$ cat src/rtl/i2c_master_byte_seq_pkg.sv
// Shared definitions for the I2C byte sequencer: bit-controller command
// encodings and the one-hot sequencer state encoding.
package i2c_master_byte_seq_pkg;

    localparam logic [3:0] I2C_CMD_NOP   = 4'b0000;
    localparam logic [3:0] I2C_CMD_START = 4'b0001;
    localparam logic [3:0] I2C_CMD_STOP  = 4'b0010;
    localparam logic [3:0] I2C_CMD_WRITE = 4'b0100;
    localparam logic [3:0] I2C_CMD_READ  = 4'b1000;

    typedef enum logic [5:0] {
        ST_IDLE  = 6'b000001,
        ST_START = 6'b000010,
        ST_WRITE = 6'b000100,
        ST_READ  = 6'b001000,
        ST_ACK   = 6'b010000,
        ST_STOP  = 6'b100000
    } seq_state_e;

endpackage

$ cat src/rtl/i2c_master_byte_seq_if.sv
// Link between the byte sequencer (master) and the I2C bit controller (slave).
// Signal suffixes are from the sequencer's point of view.
interface i2c_master_byte_seq_if;
    logic [3:0] core_cmd_o;
    logic       core_txd_o;
    logic       core_ack_i;
    logic       core_rxd_i;
    logic       core_al_i;

    modport master (
        output core_cmd_o, core_txd_o,
        input  core_ack_i, core_rxd_i, core_al_i
    );

    modport slave (
        input  core_cmd_o, core_txd_o,
        output core_ack_i, core_rxd_i, core_al_i
    );
endinterface

$ cat src/rtl/i2c_byte_shreg.sv
// 8-bit MSB-first shift register with a 3-bit down counter; done_o flags the
// last bit of the byte (count == 0).
module i2c_byte_shreg (
    input  logic       clk_i,
    input  logic       rst_i,
    input  logic       load_i,
    input  logic       shift_i,
    input  logic [7:0] din_i,
    input  logic       rxd_i,
    output logic [7:0] sr_o,
    output logic       done_o
);

    logic [7:0] sr_q, sr_d;
    logic [2:0] cnt_q, cnt_d;

    always_comb begin
        sr_d  = sr_q;
        cnt_d = cnt_q;
        if (load_i) begin
            sr_d  = din_i;
            cnt_d = 3'd7;
        end else if (shift_i) begin
            sr_d  = {sr_q[6:0], rxd_i};
            cnt_d = cnt_q - 3'd1;
        end
    end

    always_ff @(posedge clk_i) begin
        if (rst_i) begin
            sr_q  <= 8'h00;
            cnt_q <= 3'd0;
        end else begin
            sr_q  <= sr_d;
            cnt_q <= cnt_d;
        end
    end

    assign sr_o   = sr_q;
    assign done_o = (cnt_q == 3'd0);

endmodule

$ cat src/rtl/i2c_master_byte_seq.sv
// I2C byte sequencer: turns start/read/write/stop/ack requests into bit
// controller commands. Optional bus timeout under I2C_BYTE_SEQ_TIMEOUT_EN.
module i2c_master_byte_seq
    import i2c_master_byte_seq_pkg::*;
#(
    parameter int TIMEOUT_CYCLES = 65535,
    parameter int TO_W           = 16
) (
    input  logic       clk_i,
    input  logic       rst_i,
    input  logic       start_i,
    input  logic       stop_i,
    input  logic       read_i,
    input  logic       write_i,
    input  logic       ack_i,
    input  logic [7:0] din_i,
    output logic       cmd_ack_o,
    output logic       ack_o,
    output logic [7:0] dout_o,
    output logic       al_o,
    output logic       timeout_o,
    i2c_master_byte_seq_if.master core
);

    seq_state_e state_q;
    logic [3:0] cmd_q;
    logic       txd_q;
    logic       cmd_ack_q;
    logic       ack_q;
    logic [7:0] dout_q;
    logic       al_q;
    logic       timeout_q;

    logic [7:0] sr;
    logic       done;
    logic       req_any;
    logic       accept;
    logic       shift;
    logic       timeout_hit;

    assign req_any = start_i | read_i | write_i | stop_i;
    // Requests are held until cmd_ack_o, so the completion cycle must not re-accept them.
    assign accept  = (state_q == ST_IDLE) && !cmd_ack_q && req_any && !core.core_al_i;
    assign shift   = ((state_q == ST_WRITE) || (state_q == ST_READ)) && core.core_ack_i
                     && !core.core_al_i && !timeout_hit;

    i2c_byte_shreg u_shreg (
        .clk_i   (clk_i),
        .rst_i   (rst_i),
        .load_i  (accept),
        .shift_i (shift),
        .din_i   (din_i),
        .rxd_i   (core.core_rxd_i),
        .sr_o    (sr),
        .done_o  (done)
    );

`ifdef I2C_BYTE_SEQ_TIMEOUT_EN
    logic [TO_W-1:0] to_q;

    always_ff @(posedge clk_i) begin
        if (rst_i || (state_q == ST_IDLE) || core.core_ack_i) begin
            to_q <= '0;
        end else begin
            to_q <= to_q + 1'b1;
        end
    end

    assign timeout_hit = (state_q != ST_IDLE) && (to_q == TO_W'(TIMEOUT_CYCLES));
`else
    logic [31:0] unused_to_cfg;
    assign unused_to_cfg = TO_W + TIMEOUT_CYCLES;
    assign timeout_hit   = 1'b0;
`endif

    always_ff @(posedge clk_i) begin
        if (rst_i) begin
            state_q   <= ST_IDLE;
            cmd_q     <= I2C_CMD_NOP;
            txd_q     <= 1'b0;
            cmd_ack_q <= 1'b0;
            ack_q     <= 1'b0;
            dout_q    <= 8'h00;
            al_q      <= 1'b0;
            timeout_q <= 1'b0;
        end else begin
            cmd_ack_q <= 1'b0;
            al_q      <= 1'b0;
            timeout_q <= 1'b0;
            if (core.core_al_i) begin
                state_q <= ST_IDLE;
                cmd_q   <= I2C_CMD_NOP;
                al_q    <= 1'b1;
            end else if (timeout_hit) begin
                state_q   <= ST_IDLE;
                cmd_q     <= I2C_CMD_NOP;
                timeout_q <= 1'b1;
            end else begin
                unique case (state_q)
                    ST_IDLE: begin
                        if (accept) begin
                            if (start_i) begin
                                state_q <= ST_START;
                                cmd_q   <= I2C_CMD_START;
                            end else if (read_i) begin
                                state_q <= ST_READ;
                                cmd_q   <= I2C_CMD_READ;
                            end else if (write_i) begin
                                state_q <= ST_WRITE;
                                cmd_q   <= I2C_CMD_WRITE;
                                txd_q   <= din_i[7];
                            end else begin
                                state_q <= ST_STOP;
                                cmd_q   <= I2C_CMD_STOP;
                            end
                        end
                    end
                    ST_START: begin
                        if (core.core_ack_i) begin
                            if (read_i) begin
                                state_q <= ST_READ;
                                cmd_q   <= I2C_CMD_READ;
                            end else if (write_i) begin
                                state_q <= ST_WRITE;
                                cmd_q   <= I2C_CMD_WRITE;
                                txd_q   <= sr[7];
                            end else if (stop_i) begin
                                state_q <= ST_STOP;
                                cmd_q   <= I2C_CMD_STOP;
                            end else begin
                                state_q   <= ST_IDLE;
                                cmd_q     <= I2C_CMD_NOP;
                                cmd_ack_q <= 1'b1;
                            end
                        end
                    end
                    ST_WRITE, ST_READ: begin
                        if (core.core_ack_i) begin
                            if (done) begin
                                state_q <= ST_ACK;
                                if (state_q == ST_READ) begin
                                    cmd_q <= I2C_CMD_WRITE;
                                    txd_q <= ack_i;
                                end else begin
                                    cmd_q <= I2C_CMD_READ;
                                end
                            end else begin
                                // sr[6] becomes the MSB once this ack's shift lands
                                txd_q <= sr[6];
                            end
                        end
                    end
                    ST_ACK: begin
                        if (core.core_ack_i) begin
                            ack_q  <= core.core_rxd_i;
                            dout_q <= sr;
                            if (stop_i) begin
                                state_q <= ST_STOP;
                                cmd_q   <= I2C_CMD_STOP;
                            end else begin
                                state_q   <= ST_IDLE;
                                cmd_q     <= I2C_CMD_NOP;
                                cmd_ack_q <= 1'b1;
                            end
                        end
                    end
                    ST_STOP: begin
                        if (core.core_ack_i) begin
                            state_q   <= ST_IDLE;
                            cmd_q     <= I2C_CMD_NOP;
                            cmd_ack_q <= 1'b1;
                        end
                    end
                    default: begin
                        state_q <= ST_IDLE;
                        cmd_q   <= I2C_CMD_NOP;
                    end
                endcase
            end
        end
    end

    assign core.core_cmd_o = cmd_q;
    assign core.core_txd_o = txd_q;
    assign cmd_ack_o       = cmd_ack_q;
    assign ack_o           = ack_q;
    assign dout_o          = dout_q;
    assign al_o            = al_q;
    assign timeout_o       = timeout_q;

endmodule

$ cat src/flat_wrapper.sv
// flat-port wrapper written by rule: the top's interface ports become plain ports
module i2c_master_byte_seq_flat import i2c_master_byte_seq_pkg::*;
#(
    parameter int TIMEOUT_CYCLES = 65535,
    parameter int TO_W           = 16
)
  (clk_i, rst_i, start_i, stop_i, read_i, write_i, ack_i, din_i, cmd_ack_o, ack_o, dout_o, al_o, timeout_o, core_core_cmd_o, core_core_txd_o, core_core_ack_i, core_core_rxd_i, core_core_al_i);
  i2c_master_byte_seq_if core_i ();
  input  logic clk_i;
  input  logic rst_i;
  input  logic start_i;
  input  logic stop_i;
  input  logic read_i;
  input  logic write_i;
  input  logic ack_i;
  input  logic [7:0] din_i;
  output logic cmd_ack_o;
  output logic ack_o;
  output logic [7:0] dout_o;
  output logic al_o;
  output logic timeout_o;
  output wire logic [$bits(core_i.core_cmd_o)-1:0] core_core_cmd_o;
  output wire logic [$bits(core_i.core_txd_o)-1:0] core_core_txd_o;
  input wire logic [$bits(core_i.core_ack_i)-1:0] core_core_ack_i;
  input wire logic [$bits(core_i.core_rxd_i)-1:0] core_core_rxd_i;
  input wire logic [$bits(core_i.core_al_i)-1:0] core_core_al_i;
  assign core_core_cmd_o = core_i.core_cmd_o;
  assign core_core_txd_o = core_i.core_txd_o;
  assign core_i.core_ack_i = core_core_ack_i;
  assign core_i.core_rxd_i = core_core_rxd_i;
  assign core_i.core_al_i = core_core_al_i;
  i2c_master_byte_seq #(.TIMEOUT_CYCLES(TIMEOUT_CYCLES), .TO_W(TO_W)) u_core (.clk_i(clk_i), .rst_i(rst_i), .start_i(start_i), .stop_i(stop_i), .read_i(read_i), .write_i(write_i), .ack_i(ack_i), .din_i(din_i), .cmd_ack_o(cmd_ack_o), .ack_o(ack_o), .dout_o(dout_o), .al_o(al_o), .timeout_o(timeout_o), .core(core_i));
endmodule
$ cat config.mk
export PLATFORM = sky130hd
export DESIGN_NAME = i2c_master_byte_seq_flat
export DESIGN_NICKNAME = d
export VERILOG_FILES = /design/src/rtl/i2c_master_byte_seq_pkg.sv /design/src/rtl/i2c_master_byte_seq_if.sv /design/src/rtl/i2c_byte_shreg.sv /design/src/rtl/i2c_master_byte_seq.sv /design/src/flat_wrapper.sv
export SDC_FILE = /design/constraint.sdc
export NUM_CORES = 1
export LEC_CHECK = 0
export BUFFER_PORTS_ARGS = -buffer_cell sky130_fd_sc_hd__clkbuf_2
export CORE_ASPECT_RATIO = 0.9
export CORE_MARGIN = 3
export CORE_UTILIZATION = 30
export DETAILED_ROUTE_END_ITERATION = 12
export PLACE_DENSITY_LB_ADDON = 0.25
export SYNTH_ARGS = -nofsm -noshare
export SYNTH_HDL_FRONTEND = slang
export SYNTH_SLANG_ARGS = --single-unit
$ cat constraint.sdc
create_clock -name clk_i -period 4.6 [get_ports clk_i]
set_input_delay 0.92 -clock clk_i [delete_from_list [all_inputs] [get_ports clk_i]]
set_output_delay 0.92 -clock clk_i [all_outputs]
set_load 0.03 [all_outputs]
# After elaboration in Yosys (flattened, before gate mapping)
# Index checks and enable logic that the tools add are counted.
[totals]
input_bits = 18
register_bits = 33
output_inout_bits = 17
word_cells = 98
[classes]
add_sub_neg = 1
mux = 50
eq_ne = 18
bitwise_logic = 4
n_reduce_logical = 16
[op_table]
columns = ["op", "count"]
rows = [
  ["6-bit two-way mux", 12],
  ["4-bit two-way mux", 11],
  ["6-bit one-hot mux with 5 select lines", 1],
  ["4-bit one-hot mux with 5 select lines", 1],
  ["2-bit inequality test, second input constant", 9],
  ["1-bit two-way mux", 17],
  ["8-bit two-way mux", 2],
  ["11-bit AND reduction", 1],
  ["3-bit two-way mux", 3],
  ["6-bit by 1-bit == test with 1-bit output, second input constant", 1],
  ["6-bit by 2-bit == test with 1-bit output, second input constant", 1],
  ["6-bit by 3-bit == test with 1-bit output, second input constant", 1],
  ["6-bit by 4-bit == test with 1-bit output, second input constant", 1],
  ["6-bit by 5-bit == test with 1-bit output, second input constant", 1],
  ["6-bit == test, second input constant", 1],
  ["1-bit one-hot mux with 3 select lines", 2],
  ["6-bit AND reduction", 1],
  ["1-bit logical AND", 5],
  ["2-bit by 1-bit inequality test with 1-bit output, second input constant", 2],
  ["2-bit OR reduction", 2],
  ["3-bit logical NOT", 1],
  ["3-bit inequality test, second input constant", 1],
  ["1-bit bitwise OR", 3],
  ["3-bit AND reduction", 1],
  ["other kinds (7)", 8],
]

# Logic depth before layout (Yosys ltp)
[depth]
word_depth = 7
mapped_depth = 8
depth_no_buf = 8

# Hierarchy
# From an unflattened synthesis, not the netlist that was laid out.
[unflattened]
cells_unflattened = 194
area_unflattened_um2 = 1765.4
[modules_own_cells]
columns = ["mod", "seq_area_each_um2", "area_each_um2", "instances", "cells_per_inst"]
rows = [
  ["i2c_master_byte_seq", 400.4, 1233.7, 1, 142],
  ["i2c_byte_shreg", 220.2, 531.8, 1, 52],
]

# Least setup slack after synthesis
# OpenSTA, ideal clock, no wires.
[synth_path]
path_kind = "input -> register"
from = "input core_core_ack_i"
to = "register u_core.u_shreg.cnt_q[1]"
n_path_buf = 2
setup_slack_ns = 2.166
arrival_ns = 2.339
required_ns = 4.505
setup_time_ns = 0.095
stages = 6
path_cell_list = "clkbuf_1 -> nand2b_1 -> nor4_1 -> clkbuf_1 -> nor2_1 -> a221oi_1"
[synth_via]
elab_chain_cells = 3
[synth_rtl]
columns = ["element", "line", "source"]
rows = [
  ["start, declared", "flat_wrapper.sv:24", "input wire logic [$bits(core_i.core_ack_i)-1:0] core_core_ack_i;"],
  ["1-bit logical AND", "i2c_master_byte_seq.sv:44", "assign shift = ((state_q == ST_WRITE) || (state_q == ST_READ)) && core.core_ack_i"],
  ["1-bit logical AND", "i2c_master_byte_seq.sv:45", "&& !core.core_al_i && !timeout_hit;"],
  ["2-bit nonzero test (no line)", "-", ""],
  ["end signal, assigned", "i2c_byte_shreg.sv:35", "cnt_q <= cnt_d;"],
  ["end, declared", "i2c_byte_shreg.sv:15", "logic [2:0] cnt_q, cnt_d;"],
]
# No other way between the ends.
# A chain may end at the register's enable or synchronous reset.

==> run metrics <==
Pre-Repair DR Iteration Count 4; Post-synth EDFFs 0; CTS Hold Bufs 0; synth cell count leaders dfxtp_1, nor2_1, a21oi_1; Slew headroom 0.423; synth top area cells dfxtp_1, mux2i_1, a21oi_1; CP endpoint kind flop; post-synthesis adder-cell area fraction 0.0158; CP Data Required Time between 4000 and 5000 ps; final setup margin a little over 2000 ps; CTS resizes 0; Filler Cells Inserted 535; Die Wd between 80 and 90 um; hold-critical path endpoint u_core.core.core_txd_o; Yosys cell types 48; final hold violations 0; area share of and/or/nand/nor cells after synthesis 0.214; Reg-to-Reg End u_core.core.core_txd_o; Power Dens Cells approximately 320 mW/mm^2; routed wire length about 3.8 mm; crit path kind flop to flop; Routed WL per cell 13.7 um; worst hold path stage count 2; Sequential Area between 600 and 700 um^2; sequential fraction of the synthesis area 0.391; DRT antenna net count 0; Reg clk slew, reported paths about 70 ps; gr usage total 0.134; Peak VDD IR 120 uV; top cell type's share of synthesized area 0.391; count of final setup violators 0; Compound-Gate Fraction of Synth Area 0.208; top-count cell post-synth dfxtp_1; global route total overflow 0; Vias per Instance just over 5; min-delay src u_core.core.core_txd_o; die height ~75 um; Finished Layout Cells about 280; Gate Count Post-Synth between 150 and 200; Clock Sinks 31; CTS tree done; worst skew pair latency 280 ps; critical path peak fanout 13; Synth Area in XOR/XNOR 0.0166; # H-tree levels 2; Initial Util 0.318; first-pass GRT wire length 6.25 mm; Cell Area, Synth between 0.0015 and 0.002 mm^2; Post-Syn Nets between 200 and 250; Placed Cells about 270; Final nets 230; CTS Buffer Depth 2; initial antenna violation count 0; clock root cell clkbuf_8; Yosys warning count 0; mean area per synthesized cell around 8.6 um^2; port buffer count 33; core area 0.00498 mm^2; Synth async-reset ratio 0; ANT cells 0; io pins 35; DP Wirelength roughly 2.7 mm; leading area contributor after synthesis dfxtp_1; worst slew pin tran between 800 and 900 ps; synthesis-to-layout area growth 15.6%; Num CTS Buffers 5; Multi-input gate area approximately 840 um^2; Max Slew Vio Count 0; vias in the first global route roughly 1200; Reg-to-Reg Start u_core.core.core_cmd_o[0]; Post-synth top flop dfxtp_1; largest net degree at the start of global routing 25; Remaining DRCs 0; CP arrival around 2700 ps; Max Clk Rate a little under 0.4 GHz; R2R cell count 5; reg-to-reg slack, setup 2080 ps; die area approximately 0.0062 mm^2; Leak 0.794 nW; Worst setup SP type flop; drt initial violations around 130; Place WS approximately 1900 ps; mux cell area share after synthesis 0.0766; synthesized flop and latch total 31; Max Cap Viol 0; gpl congestion 0.837; share of cells above drive strength 1 0.219; DR vias 1397; worst hold path class flop to flop; Layout Skew roughly 7.0 ps; period utilisation layout 0.548; largest family of logic cells by synthesized area simple AND/OR/NAND/NOR gates; Final min period approximately 2500 ps; postcts setup bufs 0; standard-cell rows 24; status complete, no violations; TNS Setup 0 ps; unrepaired setup endpoints after global routing no
-- power by group --
| part | internal (mW) | switching (mW) | total, mW |
|---|---|---|---|
| sequential | 0.280 | 0.0100 | 0.290 |
| clock | 0.117 | 0.0994 | 0.217 |
| combinational | 0.0340 | 0.0521 | 0.0861 |
-- layout make-up --
class	instances	share of cell area
multi-input cells	131	0.461
inverters	7	0.0143
clock buffers	6	0.0451
clock inverters	1	0.00273
repair buffers	34	0.0942
well taps	65	0.0444
flip-flops and latches	31	0.339
-- state kept, by name, summed over array words and instances, names as in the netlist --
| register | flops |
|---|---|
| u_core.core.core_cmd_o | 4 |
| u_core.ack_o | 1 |
| u_core.core.core_txd_o | 1 |
| u_core.dout_o | 8 |
| u_core.u_shreg.sr_o | 8 |
| u_core.al_o | 1 |
| u_core.cmd_ack_o | 1 |
| u_core.state_q | 4 |
| u_core.u_shreg.cnt_q | 3 |
-- cells in the final DEF (no fill, tap or decap), types with 3 or more instances in the layout --
master,n
a211oi_1,3
a21oi_1,16
a22oi_1,7
clkbuf_2,33
clkbuf_8,6
dfxtp_1,31
inv_1,7
mux2i_1,11
nand2_1,11
nand3_1,3
nor2_1,20
nor3_1,8
nor4_1,4
o211ai_1,3
o21ai_0,4
-- critical path, stage by stage (launching register included) --
cell and delay, ps:
dfxtp_1 440, nor4_1 760, nand2_1 260, o22ai_1 580
a2111oi_0 170, a211oi_1 220
-- stage by stage --
step                 util  cell area [um^2]  total power, mW  hold slack, ps
detailed placement  0.350              1750            0.382             456
finish              0.368              1830            0.593             464
CTS                 0.368              1830            0.601             465
floorplan               -              1590            0.359             445
global placement    0.350              1750            0.382             450
global route        0.368              1830            0.625             500
-- how the worst max path moves through the flow --
stage	to	from	slack, ps
detailed placement	u_core.u_shreg.sr_o[3]	write_i	1880
floorplan	u_core.u_shreg.cnt_q[1]	core_core_ack_i	2170
global placement	u_core.u_shreg.sr_o[0]	stop_i	1880
global route	u_core.core.core_txd_o	u_core.core.core_cmd_o[0]	1890
finish	u_core.core.core_txd_o	u_core.core.core_cmd_o[0]	2080
CTS	u_core.dout_o[4]	u_core.core.core_cmd_o[0]	2120
-- logic make-up (layout without fill, tap and decap cells) --
group,count (synthesis),in the layout
flip-flops,31,31
adder cells (fa/ha/maj),2,2
AO/OA/AOI/OAI,48,48
multiplexers,12,12
XOR/XNOR,3,3
AND/OR/NAND/NOR,65,65
buffers and inverters,23,48
other,1,1
-- layer usage --
layer / global-route usage / share of wire
met1: 0.200 / 0.50
met4: 0.0544 / 0.0064
met2: 0.181 / 0.43
met3: 0.0323 / 0.062
met5: 0 / 0
No activity file was read; power rests on OpenSTA's default activity.
